===== src/rtl/fm_ycbcr_pkg.sv =====
// Shared types, coefficient table and helpers for the RGB -> YCbCr converter.
// Coefficients are signed with COEF_FRAC fractional bits, ordered [mode][channel][R,G,B].
package fm_ycbcr_pkg;

  typedef enum logic [1:0] {
    MODE_601_LIM  = 2'd0,
    MODE_709_LIM  = 2'd1,
    MODE_601_FULL = 2'd2,
    MODE_BYPASS   = 2'd3
  } mode_e;

  localparam int COEF_FRAC   = 12;
  localparam int COEF_W      = 13;
  localparam int CSC_LATENCY = 3;

  localparam int CH_Y  = 0;
  localparam int CH_CB = 1;
  localparam int CH_CR = 2;

  localparam int COEF_TABLE [3][3][3] = '{
    '{'{1052, 2064, 401}, '{-606, -1192, 1798}, '{1798, -1507, -291}},
    '{'{ 750, 2515, 254}, '{-414, -1384, 1798}, '{1798, -1634, -164}},
    '{'{1225, 2404, 467}, '{-691, -1357, 2048}, '{2048, -1715, -333}}
  };

  // Bypass has no matrix; it returns zero so the multipliers stay quiet.
  function automatic logic signed [COEF_W-1:0] coef(input mode_e mode,
                                                    input logic [1:0] ch,
                                                    input logic [1:0] comp);
    if (mode == MODE_BYPASS) return '0;
    return COEF_W'(COEF_TABLE[mode][ch][comp]);
  endfunction

  function automatic int ch_offset(input mode_e mode, input logic [1:0] ch, input int dw);
    if (mode == MODE_BYPASS) return 0;
    if (ch == 2'(CH_Y)) return (mode == MODE_601_FULL) ? 0 : (16 << (dw - 8));
    return 128 << (dw - 8);
  endfunction

endpackage


===== src/rtl/fm_ycbcr_mac.sv =====
// One output channel: multiply (stage 1), 3-term sum (stage 2), round/offset/clamp (stage 3).
// The mode travels with the pixel so a mode change never splits a pixel across two matrices.
module fm_ycbcr_mac
  import fm_ycbcr_pkg::*;
#(
  parameter int P_DW = 8,
  parameter int P_CH = CH_Y
) (
  input  logic            clk_v,
  input  logic            rst_x,
  input  logic [1:0]      i_mode,
  input  logic [P_DW-1:0] i_r,
  input  logic [P_DW-1:0] i_g,
  input  logic [P_DW-1:0] i_b,
  input  logic [P_DW-1:0] i_pass,
  output logic [P_DW-1:0] o_d
);

  localparam int         PW         = P_DW + COEF_W + 1;
  localparam int         SW         = PW + 2;
  localparam int         ROUND_HALF = 1 << (COEF_FRAC - 1);
  localparam int         PIX_MAX    = (1 << P_DW) - 1;
  localparam logic [1:0] CH         = 2'(P_CH);

  mode_e                 md;
  logic signed [PW-1:0]  r_s, g_s, b_s;
  logic signed [PW-1:0]  prod_r, prod_g, prod_b;
  logic signed [PW-1:0]  prod_r_q, prod_g_q, prod_b_q;
  logic signed [SW-1:0]  sum_q;
  logic signed [SW-1:0]  rnd, ofs;
  logic [P_DW-1:0]       pass1_q, pass2_q;
  mode_e                 mode1_q, mode2_q;
  logic [P_DW-1:0]       d_n;

  always_comb begin
    md     = mode_e'(i_mode);
    r_s    = PW'($signed({1'b0, i_r}));
    g_s    = PW'($signed({1'b0, i_g}));
    b_s    = PW'($signed({1'b0, i_b}));
    prod_r = r_s * PW'(coef(md, CH, 2'd0));
    prod_g = g_s * PW'(coef(md, CH, 2'd1));
    prod_b = b_s * PW'(coef(md, CH, 2'd2));
  end

  // Round half up via floor(x + 0.5), then offset and saturate to the pixel range.
  always_comb begin
    rnd = (sum_q + SW'(ROUND_HALF)) >>> COEF_FRAC;
    ofs = rnd + SW'(ch_offset(mode2_q, CH, P_DW));
    if (mode2_q == MODE_BYPASS)     d_n = pass2_q;
    else if (ofs[SW-1])             d_n = '0;
    else if (ofs > SW'(PIX_MAX))    d_n = P_DW'(PIX_MAX);
    else                            d_n = ofs[P_DW-1:0];
  end

  always_ff @(posedge clk_v or negedge rst_x) begin
    if (!rst_x) begin
      prod_r_q <= '0;
      prod_g_q <= '0;
      prod_b_q <= '0;
      pass1_q  <= '0;
      mode1_q  <= MODE_601_LIM;
      sum_q    <= '0;
      pass2_q  <= '0;
      mode2_q  <= MODE_601_LIM;
      o_d      <= '0;
    end else begin
      prod_r_q <= prod_r;
      prod_g_q <= prod_g;
      prod_b_q <= prod_b;
      pass1_q  <= i_pass;
      mode1_q  <= md;
      sum_q    <= SW'(prod_r_q) + SW'(prod_g_q) + SW'(prod_b_q);
      pass2_q  <= pass1_q;
      mode2_q  <= mode1_q;
      o_d      <= d_n;
    end
  end

endmodule


===== src/rtl/fm_ycbcr_csc.sv =====
// RGB -> YCbCr converter, 3-stage free-running pipeline with frame-synchronous mode shadow.
// Define FM_YCBCR_422_EN for 4:2:2 output (Cb/Cr multiplexed onto o_cb, o_cr held at 0).
module fm_ycbcr_csc
  import fm_ycbcr_pkg::*;
#(
  parameter int P_DW = 8
) (
  input  logic            clk_v,
  input  logic            rst_x,
  input  logic [1:0]      i_mode,
  input  logic            i_valid,
  input  logic            i_hsync,
  input  logic            i_vsync,
  input  logic [P_DW-1:0] i_r,
  input  logic [P_DW-1:0] i_g,
  input  logic [P_DW-1:0] i_b,
  output logic            o_valid,
  output logic            o_hsync,
  output logic            o_vsync,
  output logic [P_DW-1:0] o_y,
  output logic [P_DW-1:0] o_cb,
  output logic [P_DW-1:0] o_cr
);

  mode_e                  mode_q;
  logic                   vsync_prev_q;
  logic [CSC_LATENCY-1:0] valid_sr, hsync_sr, vsync_sr;
  logic [P_DW-1:0]        y_d, cb_d, cr_d;

  // Mode is only picked up on a vsync rising edge so a frame never mixes matrices.
  always_ff @(posedge clk_v or negedge rst_x) begin
    if (!rst_x) begin
      mode_q       <= MODE_601_LIM;
      vsync_prev_q <= 1'b0;
      valid_sr     <= '0;
      hsync_sr     <= '0;
      vsync_sr     <= '0;
    end else begin
      if (i_vsync && !vsync_prev_q) mode_q <= mode_e'(i_mode);
      vsync_prev_q <= i_vsync;
      valid_sr     <= {valid_sr[CSC_LATENCY-2:0], i_valid};
      hsync_sr     <= {hsync_sr[CSC_LATENCY-2:0], i_hsync};
      vsync_sr     <= {vsync_sr[CSC_LATENCY-2:0], i_vsync};
    end
  end

  assign o_valid = valid_sr[CSC_LATENCY-1];
  assign o_hsync = hsync_sr[CSC_LATENCY-1];
  assign o_vsync = vsync_sr[CSC_LATENCY-1];
  assign o_y     = y_d;

  fm_ycbcr_mac #(.P_DW(P_DW), .P_CH(CH_Y)) u_mac_y (
    .clk_v(clk_v), .rst_x(rst_x), .i_mode(mode_q),
    .i_r(i_r), .i_g(i_g), .i_b(i_b), .i_pass(i_g), .o_d(y_d)
  );

  fm_ycbcr_mac #(.P_DW(P_DW), .P_CH(CH_CB)) u_mac_cb (
    .clk_v(clk_v), .rst_x(rst_x), .i_mode(mode_q),
    .i_r(i_r), .i_g(i_g), .i_b(i_b), .i_pass(i_b), .o_d(cb_d)
  );

  fm_ycbcr_mac #(.P_DW(P_DW), .P_CH(CH_CR)) u_mac_cr (
    .clk_v(clk_v), .rst_x(rst_x), .i_mode(mode_q),
    .i_r(i_r), .i_g(i_g), .i_b(i_b), .i_pass(i_r), .o_d(cr_d)
  );

`ifdef FM_YCBCR_422_EN
  logic            phase_q;
  logic [P_DW-1:0] cr_hold_q;

  // Phase-1 pixels carry the Cr of the preceding phase-0 pixel (co-sited chroma).
  always_ff @(posedge clk_v or negedge rst_x) begin
    if (!rst_x) begin
      phase_q   <= 1'b0;
      cr_hold_q <= '0;
    end else begin
      if (o_hsync)      phase_q <= 1'b0;
      else if (o_valid) phase_q <= ~phase_q;
      if (o_valid && !phase_q) cr_hold_q <= cr_d;
    end
  end

  assign o_cb = phase_q ? cr_hold_q : cb_d;
  assign o_cr = '0;
`else
  assign o_cb = cb_d;
  assign o_cr = cr_d;
`endif

endmodule


===== config.mk =====
export PLATFORM = sky130hd
export DESIGN_NAME = fm_ycbcr_csc
export DESIGN_NICKNAME = d
export VERILOG_FILES = /design/src/rtl/fm_ycbcr_pkg.sv /design/src/rtl/fm_ycbcr_mac.sv /design/src/rtl/fm_ycbcr_csc.sv
export SDC_FILE = /design/constraint.sdc
export NUM_CORES = 2
export LEC_CHECK = 0
export CELL_PAD_IN_SITES_DETAIL_PLACEMENT = 0
export CELL_PAD_IN_SITES_GLOBAL_PLACEMENT = 1
export CORE_AREA = 2 2 207 413
export DETAILED_ROUTE_END_ITERATION = 8
export DIE_AREA = 0 0 209 415
export GPL_ROUTABILITY_DRIVEN = 0
export PLACE_DENSITY = 0.76
export SKIP_CTS_REPAIR_TIMING = 1
export SLEW_MARGIN = 5
export SYNTH_ARGS = -nofsm -noshare
export SYNTH_HDL_FRONTEND = slang
export SYNTH_HIERARCHICAL = 1
export SYNTH_SLANG_ARGS = --single-unit
export TNS_END_PERCENT = 5

===== constraint.sdc =====
create_clock -name clk_v -period 6.7 [get_ports clk_v]
set_input_delay 1.34 -clock clk_v [delete_from_list [all_inputs] [get_ports clk_v]]
set_output_delay 1.34 -clock clk_v [all_outputs]
set_load 0.03 [all_outputs]

# ---- After elaboration in Yosys (flattened, before gate mapping)
# Index checks and enable logic that the tools add are counted.
dict set report word_totals {
  regBits 358
  inputBits 31
  out_inout_bits 27
  elab_cells 88
}
dict set report op_classes {
  addsub 12
  n_mul 9
  magnitude_cmp 4
  n_eq_ne 3
  muxes 29
  bitwise 1
  n_reduce_logical 2
}
# cell n
set op_table {}
lappend op_table {{$bmux 288 s2} 1}
lappend op_table {{$mux 269} 2}
lappend op_table {{$mul 9x13->22} 9}
lappend op_table {{$mux 13} 10}
lappend op_table {{$mux 8} 10}
lappend op_table {{$add 23x22->24} 3}
lappend op_table {{$add 24x13->24 const B} 3}
lappend op_table {{$gt 24x9->1 const B} 3}
lappend op_table {{$add 22x22->23} 3}
lappend op_table {{$mux 24} 2}
lappend op_table {{$add 12x9->13} 2}
lappend op_table {{$add 12x24->24} 1}
lappend op_table {{$eq 2x2->1 const B} 3}
lappend op_table {{$mux 5} 1}
lappend op_table {{$ge 3x3->1 const B} 1}
lappend op_table {{$mux 1} 3}
lappend op_table {{$not 2->3} 1}
lappend op_table {{$logic_and 1x1->1} 1}
lappend op_table {{$logic_not 1->1} 1}

# ---- Depth between registers and ports, before layout
dict set report depth {
  word_depth 10
  mapped_depth 21
  mapped_depth_nobuf 21
}

# ---- Modules after synthesis
# The synthesis kept the hierarchy.
# module n_inst cells_each area_per_inst_um2 seq_area_each_um2
set by_module_without_submodules {}
lappend by_module_without_submodules {{fm_ycbcr_mac at u_mac_cb} 1 1309 12824.8 2652.5}
lappend by_module_without_submodules {{fm_ycbcr_mac at u_mac_cr} 1 1278 12602.1 2652.5}
lappend by_module_without_submodules {{fm_ycbcr_mac at u_mac_y} 1 1170 11596.1 2502.4}
lappend by_module_without_submodules {fm_ycbcr_csc 1 14 319.1 275.3}

# ---- Worst setup path before layout
# OpenSTA, ideal clock, no wires.
dict set report synth_timing {
  path_kind {register to register}
  startpoint {register mode_q[1]}
  endpoint {register u_mac_cb.prod_g_q[21]}
  setup_ps 130
  arrival_time_ps 5430
  t_required_ps 6570
  path_slack_ps 1140
  path_stages_with_launch 19
  path_buffers 2
  synth_period_minus_slack_ps 5560
  path_cell_list {dfrtp_1 clkbuf_1 inv_1 ha_1 clkbuf_1 and2_1 fa_1 fa_1 fa_1 inv_1 fa_1 inv_1 ha_1 and2_0 o2111a_1 or4b_1 a41o_1 o41ai_2 xnor2_1}
}
dict set report synth_between {
  elab_chain_cells 6
  word_cells_on_any_way 8
  classes_between {mul (1); eq/ne (1); mux (5); bitwise (1)}
}
# item line_no
set synth_lines {}
lappend synth_lines {{start, declared} fm_ycbcr_csc.sv:25} ;# mode_e mode_q;
lappend synth_lines {{start signal, assigned} fm_ycbcr_csc.sv:39} ;# if (i_vsync && !vsync_prev_q) mode_q <= mode_e'(i_mode);
lappend synth_lines {{$not 2->3 (implied by the code)} fm_ycbcr_pkg.sv:31} ;# return COEF_W'(COEF_TABLE[mode][ch][comp]);
lappend synth_lines {{$bmux 288 s2} fm_ycbcr_pkg.sv:31}
lappend synth_lines {{$mux 269 (2 in series)} -}
lappend synth_lines {{$mux 13 (*)} fm_ycbcr_pkg.sv:31}
lappend synth_lines {{$mul 9x13->22 (*)} fm_ycbcr_mac.sv:41} ;# prod_g = g_s * PW'(coef(md, CH, 2'd1));
lappend synth_lines {{net u_mac_cb.prod_g[21]} fm_ycbcr_mac.sv:27} ;# logic signed [PW-1:0] prod_r, prod_g, prod_b;
lappend synth_lines {{end signal, assigned} fm_ycbcr_mac.sv:68} ;# prod_g_q <= prod_g;
lappend synth_lines {{end, declared} fm_ycbcr_mac.sv:28} ;# logic signed [PW-1:0] prod_r_q, prod_g_q, prod_b_q;
# The timed path passes the listed nets; every way through them passes the cells marked *. The select of a mux whose other input is x is not followed.
# A chain may end at the register's enable or synchronous reset.

# ---- Worst setup path in the final report
# Ends and elaborated chain as after synthesis.

==> impl_results.rst <==
.. list-table::
   :header-rows: 1

   * - Metric
     - Value
   * - Critical path data required time
     - around 7 ns
   * - Hold Path Class
     - flop to flop
   * - Number of library cell types mapped by synthesis
     - 92
   * - Initial antenna violation count
     - 4
   * - Synthesized cell area
     - ~37000 um^2
   * - Asr flop ratio synth
     - between 90% and 100%
   * - Remaining DRCs
     - 0
   * - Yosys synthesis warning count
     - 6
   * - Synth-to-Final Area Change
     - 10.37%
   * - Sum of negative setup slack
     - 0 ns
   * - Final max-slew violation count
     - 0
   * - Critical-path maximum fanout
     - 13
   * - Worst hold path startpoint
     - u_mac_cr/mode1_q[1]$_DFF_PN0_
   * - Number of sinks handled by clock tree synthesis
     - approximately 320
   * - Synthesized flop and latch total
     - roughly 320
   * - Core Footprint
     - ~84000 um^2
   * - Primary FF master, synth
     - sky130_fd_sc_hd__dfrtp_1
   * - Maximum clock frequency
     - ~0.16 GHz
   * - Hold EP
     - u_mac_cr/mode2_q[1]$_DFF_PN0_
   * - EDFF count, synth
     - 0
   * - Kind of critical path
     - flop to flop
   * - Wirelength per Cell
     - ~19 um
   * - Port Buf Inserts
     - 57
   * - Half-perimeter wire length after placement
     - between 80000 and 90000 um
   * - Pre-antenna DRT Iters
     - 5
   * - Cells after synthesis
     - 3771
   * - Worst reg2reg path startpoint
     - mode_q[1]$_DFFE_PN0P_
   * - Chip Height
     - a little over 400 um
   * - Post-route ant nets
     - 0
   * - Cell row count
     - 150
   * - Final Hold Viols
     - 0
   * - Pin count of the biggest net entering global routing
     - approximately 150
   * - Worst max-slew margin expressed relative to the limit
     - between 40% and 50%
   * - Total I/O pin count
     - slightly below 60
   * - Critical path startpoint category
     - flop
   * - Portion of the clock cycle consumed by the worst path in the final layout
     - 93.14%
   * - Crit Reg-Reg Endpoint
     - u_mac_cb/prod_g_q[21]$_DFF_PN0_
   * - Average vias per placed instance
     - ~5.1
   * - Total length of routed wires
     - around 95000 um
   * - Worst setup slack after layout
     - approximately 0.46 ns
   * - Clk Tree Root Cell
     - sky130_fd_sc_hd__clkbuf_16
   * - Post-route standard cell area excluding fillers
     - just over 40000 um^2
   * - Clock tree from TritonCTS
     - yes
   * - CTS max path bufs
     - 3
   * - Number of setup violations in the final report
     - 0
   * - Mean area per synthesized cell
     - slightly below 10 um^2
   * - First-pass GRT wire length
     - around 150000 um
   * - H-Tree Depth
     - 2
   * - Post-DP Area
     - 39970 um^2
   * - Arrival time reported for the critical path endpoint
     - between 6 and 7 ns
   * - Number of global-route vias before repair
     - roughly 28000
   * - Worst Tran Pin Value
     - between 0.8 and 0.9 ns
   * - Effective utilization at floorplan
     - between 40% and 50%
   * - Number of buffers added by the clock tree synthesis step
     - 34
   * - Count of cells along the worst hold path
     - 0
   * - Clock period minus final worst setup slack
     - between 6 and 7 ns
   * - Worst slack after detailed placement
     - between 0.15 and 0.2 ns
   * - Setup repair after global routing missed its margin
     - no
   * - Slack of the worst reg-to-reg path
     - between 0.4 and 0.5 ns
   * - Number of DRC markers in iteration 0
     - 912
   * - Start point of the critical path
     - mode_q[1]$_DFFE_PN0P_
   * - Clock slew at reported path FFs
     - about 0.070 ns
   * - Die Width
     - 209 um
   * - Number of nets in the final layout
     - between 4000 and 5000
   * - Max Clock Skew
     - around 0.025 ns
   * - Outcome
     - completed
   * - Die area
     - ~87000 um^2
   * - Reported max-cap violation count
     - 0
   * - Register area share after synthesis
     - between 20% and 30%
   * - Cell count of the worst reg-to-reg path
     - 17
   * - Overall global routing resource usage
     - 22.58%
   * - Share of layout cells above drive strength 1
     - between 5 and 6%
   * - CP endpoint kind
     - flop
   * - Routed vias
     - 25860
   * - Total congestion overflow after global routing
     - 0
   * - Clock latency on the worst-skew pair
     - 0.56 ns
[stage by stage]
step | cells | hold slack [ns] | utilization, %
6_report | 5023 | 0.3437 | 49.35
3_5_place_dp | 4959 | 0.3347 | 47.85
3_3_place_gp | 4959 | 0.3321 | 47.85
4_1_cts | 5021 | 0.3454 | 49.34
2_1_floorplan | 3772 | 0.3312 | -
5_1_grt | 5022 | 0.3529 | 49.34
[cells in the mapped netlist (all sizes together), types with 11 or more instances]
master	instances	share of area [%]
inv	912	9.2
ha	542	18
fa	478	26
dfrtp	323	22
nand2	183	1.8
and2	162	2.7
xnor2	130	3.0
a21oi	129	1.7
nor2	116	1.2
o21ai	82	1.1
nor2b	79	1.3
a21o	60	1.2
xor2	49	1.1
nand2b	47	0.79
a31oi	42	0.70
nand3	41	0.61
nor3	38	0.55
clkbuf	35	0.35
a211oi	30	0.77
nand4	28	0.54
o21bai	20	0.40
and3	18	0.30
nor4	18	0.36
o21a	14	0.28
or3	12	0.20
o211ai	11	0.22
[cell type report]
class	instances	area (um^2)
Clock inverter	17	259.0
Timing Repair Buffer	164	1454
Clock buffer	45	983.4
Inverter	912	3423
Fill cell	7818	42300
Tap cell	1064	1331
Sequential cell	323	8084
Multi-Input combinational cell	2496	25670
Antenna cell	2	5.005
[registers in the layout (all words and copies together), names as in the netlist, 13 cells and up]
| signal | flops |
|---|---|
| u_mac_y/prod_g_q | 20 |
| u_mac_cr/prod_b_q | 22 |
| u_mac_cb/prod_r_q | 22 |
| u_mac_cb/prod_g_q | 22 |
| u_mac_y/prod_b_q | 19 |
| u_mac_y/prod_r_q | 20 |
| u_mac_cr/prod_r_q | 21 |
| u_mac_y/sum_q | 13 |
| u_mac_cb/sum_q | 13 |
| u_mac_cr/sum_q | 13 |
| u_mac_cr/prod_g_q | 22 |
| u_mac_cb/prod_b_q | 21 |
[layer usage]
layer	GRT usage (%)	up-vias	share of wire, %
met5	0	-	0.045
met4	15.38	6	7.9
met3	2.073	279	2.3
met2	46.08	465	58
met1	20.33	12800	32
li1	-	12320	-
[placed cells by master (no fill, tap or decap), types with 9 or more instances in the layout]
cell type	instances
sky130_fd_sc_hd__a211oi_1	19
sky130_fd_sc_hd__a211oi_2	10
sky130_fd_sc_hd__a21o_1	60
sky130_fd_sc_hd__a21oi_1	129
sky130_fd_sc_hd__a2bb2oi_1	9
sky130_fd_sc_hd__a31oi_1	42
sky130_fd_sc_hd__and2_1	160
sky130_fd_sc_hd__and3_1	18
sky130_fd_sc_hd__buf_4	101
sky130_fd_sc_hd__clkbuf_16	35
sky130_fd_sc_hd__clkdlybuf4s50_1	56
sky130_fd_sc_hd__dfrtp_1	322
sky130_fd_sc_hd__fa_1	478
sky130_fd_sc_hd__ha_1	542
sky130_fd_sc_hd__inv_1	912
sky130_fd_sc_hd__nand2_1	183
sky130_fd_sc_hd__nand2b_1	47
sky130_fd_sc_hd__nand3_1	38
sky130_fd_sc_hd__nand4_1	24
sky130_fd_sc_hd__nor2_1	116
sky130_fd_sc_hd__nor2b_1	78
sky130_fd_sc_hd__nor3_1	35
sky130_fd_sc_hd__nor4_1	16
sky130_fd_sc_hd__o211ai_1	11
sky130_fd_sc_hd__o21a_1	13
sky130_fd_sc_hd__o21ai_0	78
sky130_fd_sc_hd__o21bai_1	20
sky130_fd_sc_hd__or3_1	12
sky130_fd_sc_hd__xnor2_1	130
sky130_fd_sc_hd__xor2_1	49
[worst max-delay path, cell delays in order, from the launching register on]
cell,delay (ns)
sky130_fd_sc_hd__dfrtp_1,0.86
sky130_fd_sc_hd__buf_4,0.31
sky130_fd_sc_hd__ha_1,0.69
sky130_fd_sc_hd__nand2_1,0.25
sky130_fd_sc_hd__fa_1,0.54
sky130_fd_sc_hd__inv_1,0.04
sky130_fd_sc_hd__ha_1,0.32
sky130_fd_sc_hd__fa_1,0.55
sky130_fd_sc_hd__inv_1,0.07
sky130_fd_sc_hd__fa_1,0.53
sky130_fd_sc_hd__inv_1,0.04
sky130_fd_sc_hd__ha_1,0.34
sky130_fd_sc_hd__and2_0,0.18
sky130_fd_sc_hd__o2111a_1,0.27
sky130_fd_sc_hd__or4b_1,0.52
sky130_fd_sc_hd__a41o_1,0.26
sky130_fd_sc_hd__o41ai_2,0.24
sky130_fd_sc_hd__xnor2_1,0.11
[how the worst max path moves through the flow]
stage | endpoint | slack (ns)
final | u_mac_cb/prod_g_q[21]$_DFF_PN0_ | 0.46
after global routing | u_mac_cb/prod_g_q[21]$_DFF_PN0_ | 0.17
after CTS | u_mac_cb/prod_g_q[20]$_DFF_PN0_ | 0.44
after detailed placement | u_mac_cb/prod_g_q[21]$_DFF_PN0_ | 0.18
after global placement | u_mac_cb/prod_g_q[21]$_DFF_PN0_ | 0.18
after floorplan | u_mac_cb/prod_g_q[21]$_DFF_PN0_ | 1.14
[cells by family after synthesis]
| group | share of synthesized area [%] |
|---|---|
| buf+inv | 9.613 |
| mux | 0.2881 |
| other cells | 0.01004 |
| simple gates | 11.37 |
| flops | 21.65 |
| compound gates | 9.090 |
| fa+ha+maj | 43.79 |
| xor+xnor | 4.198 |
Power is not shown: default switching activity piles up to over one toggle a cycle in this logic, so the estimate is an artifact.
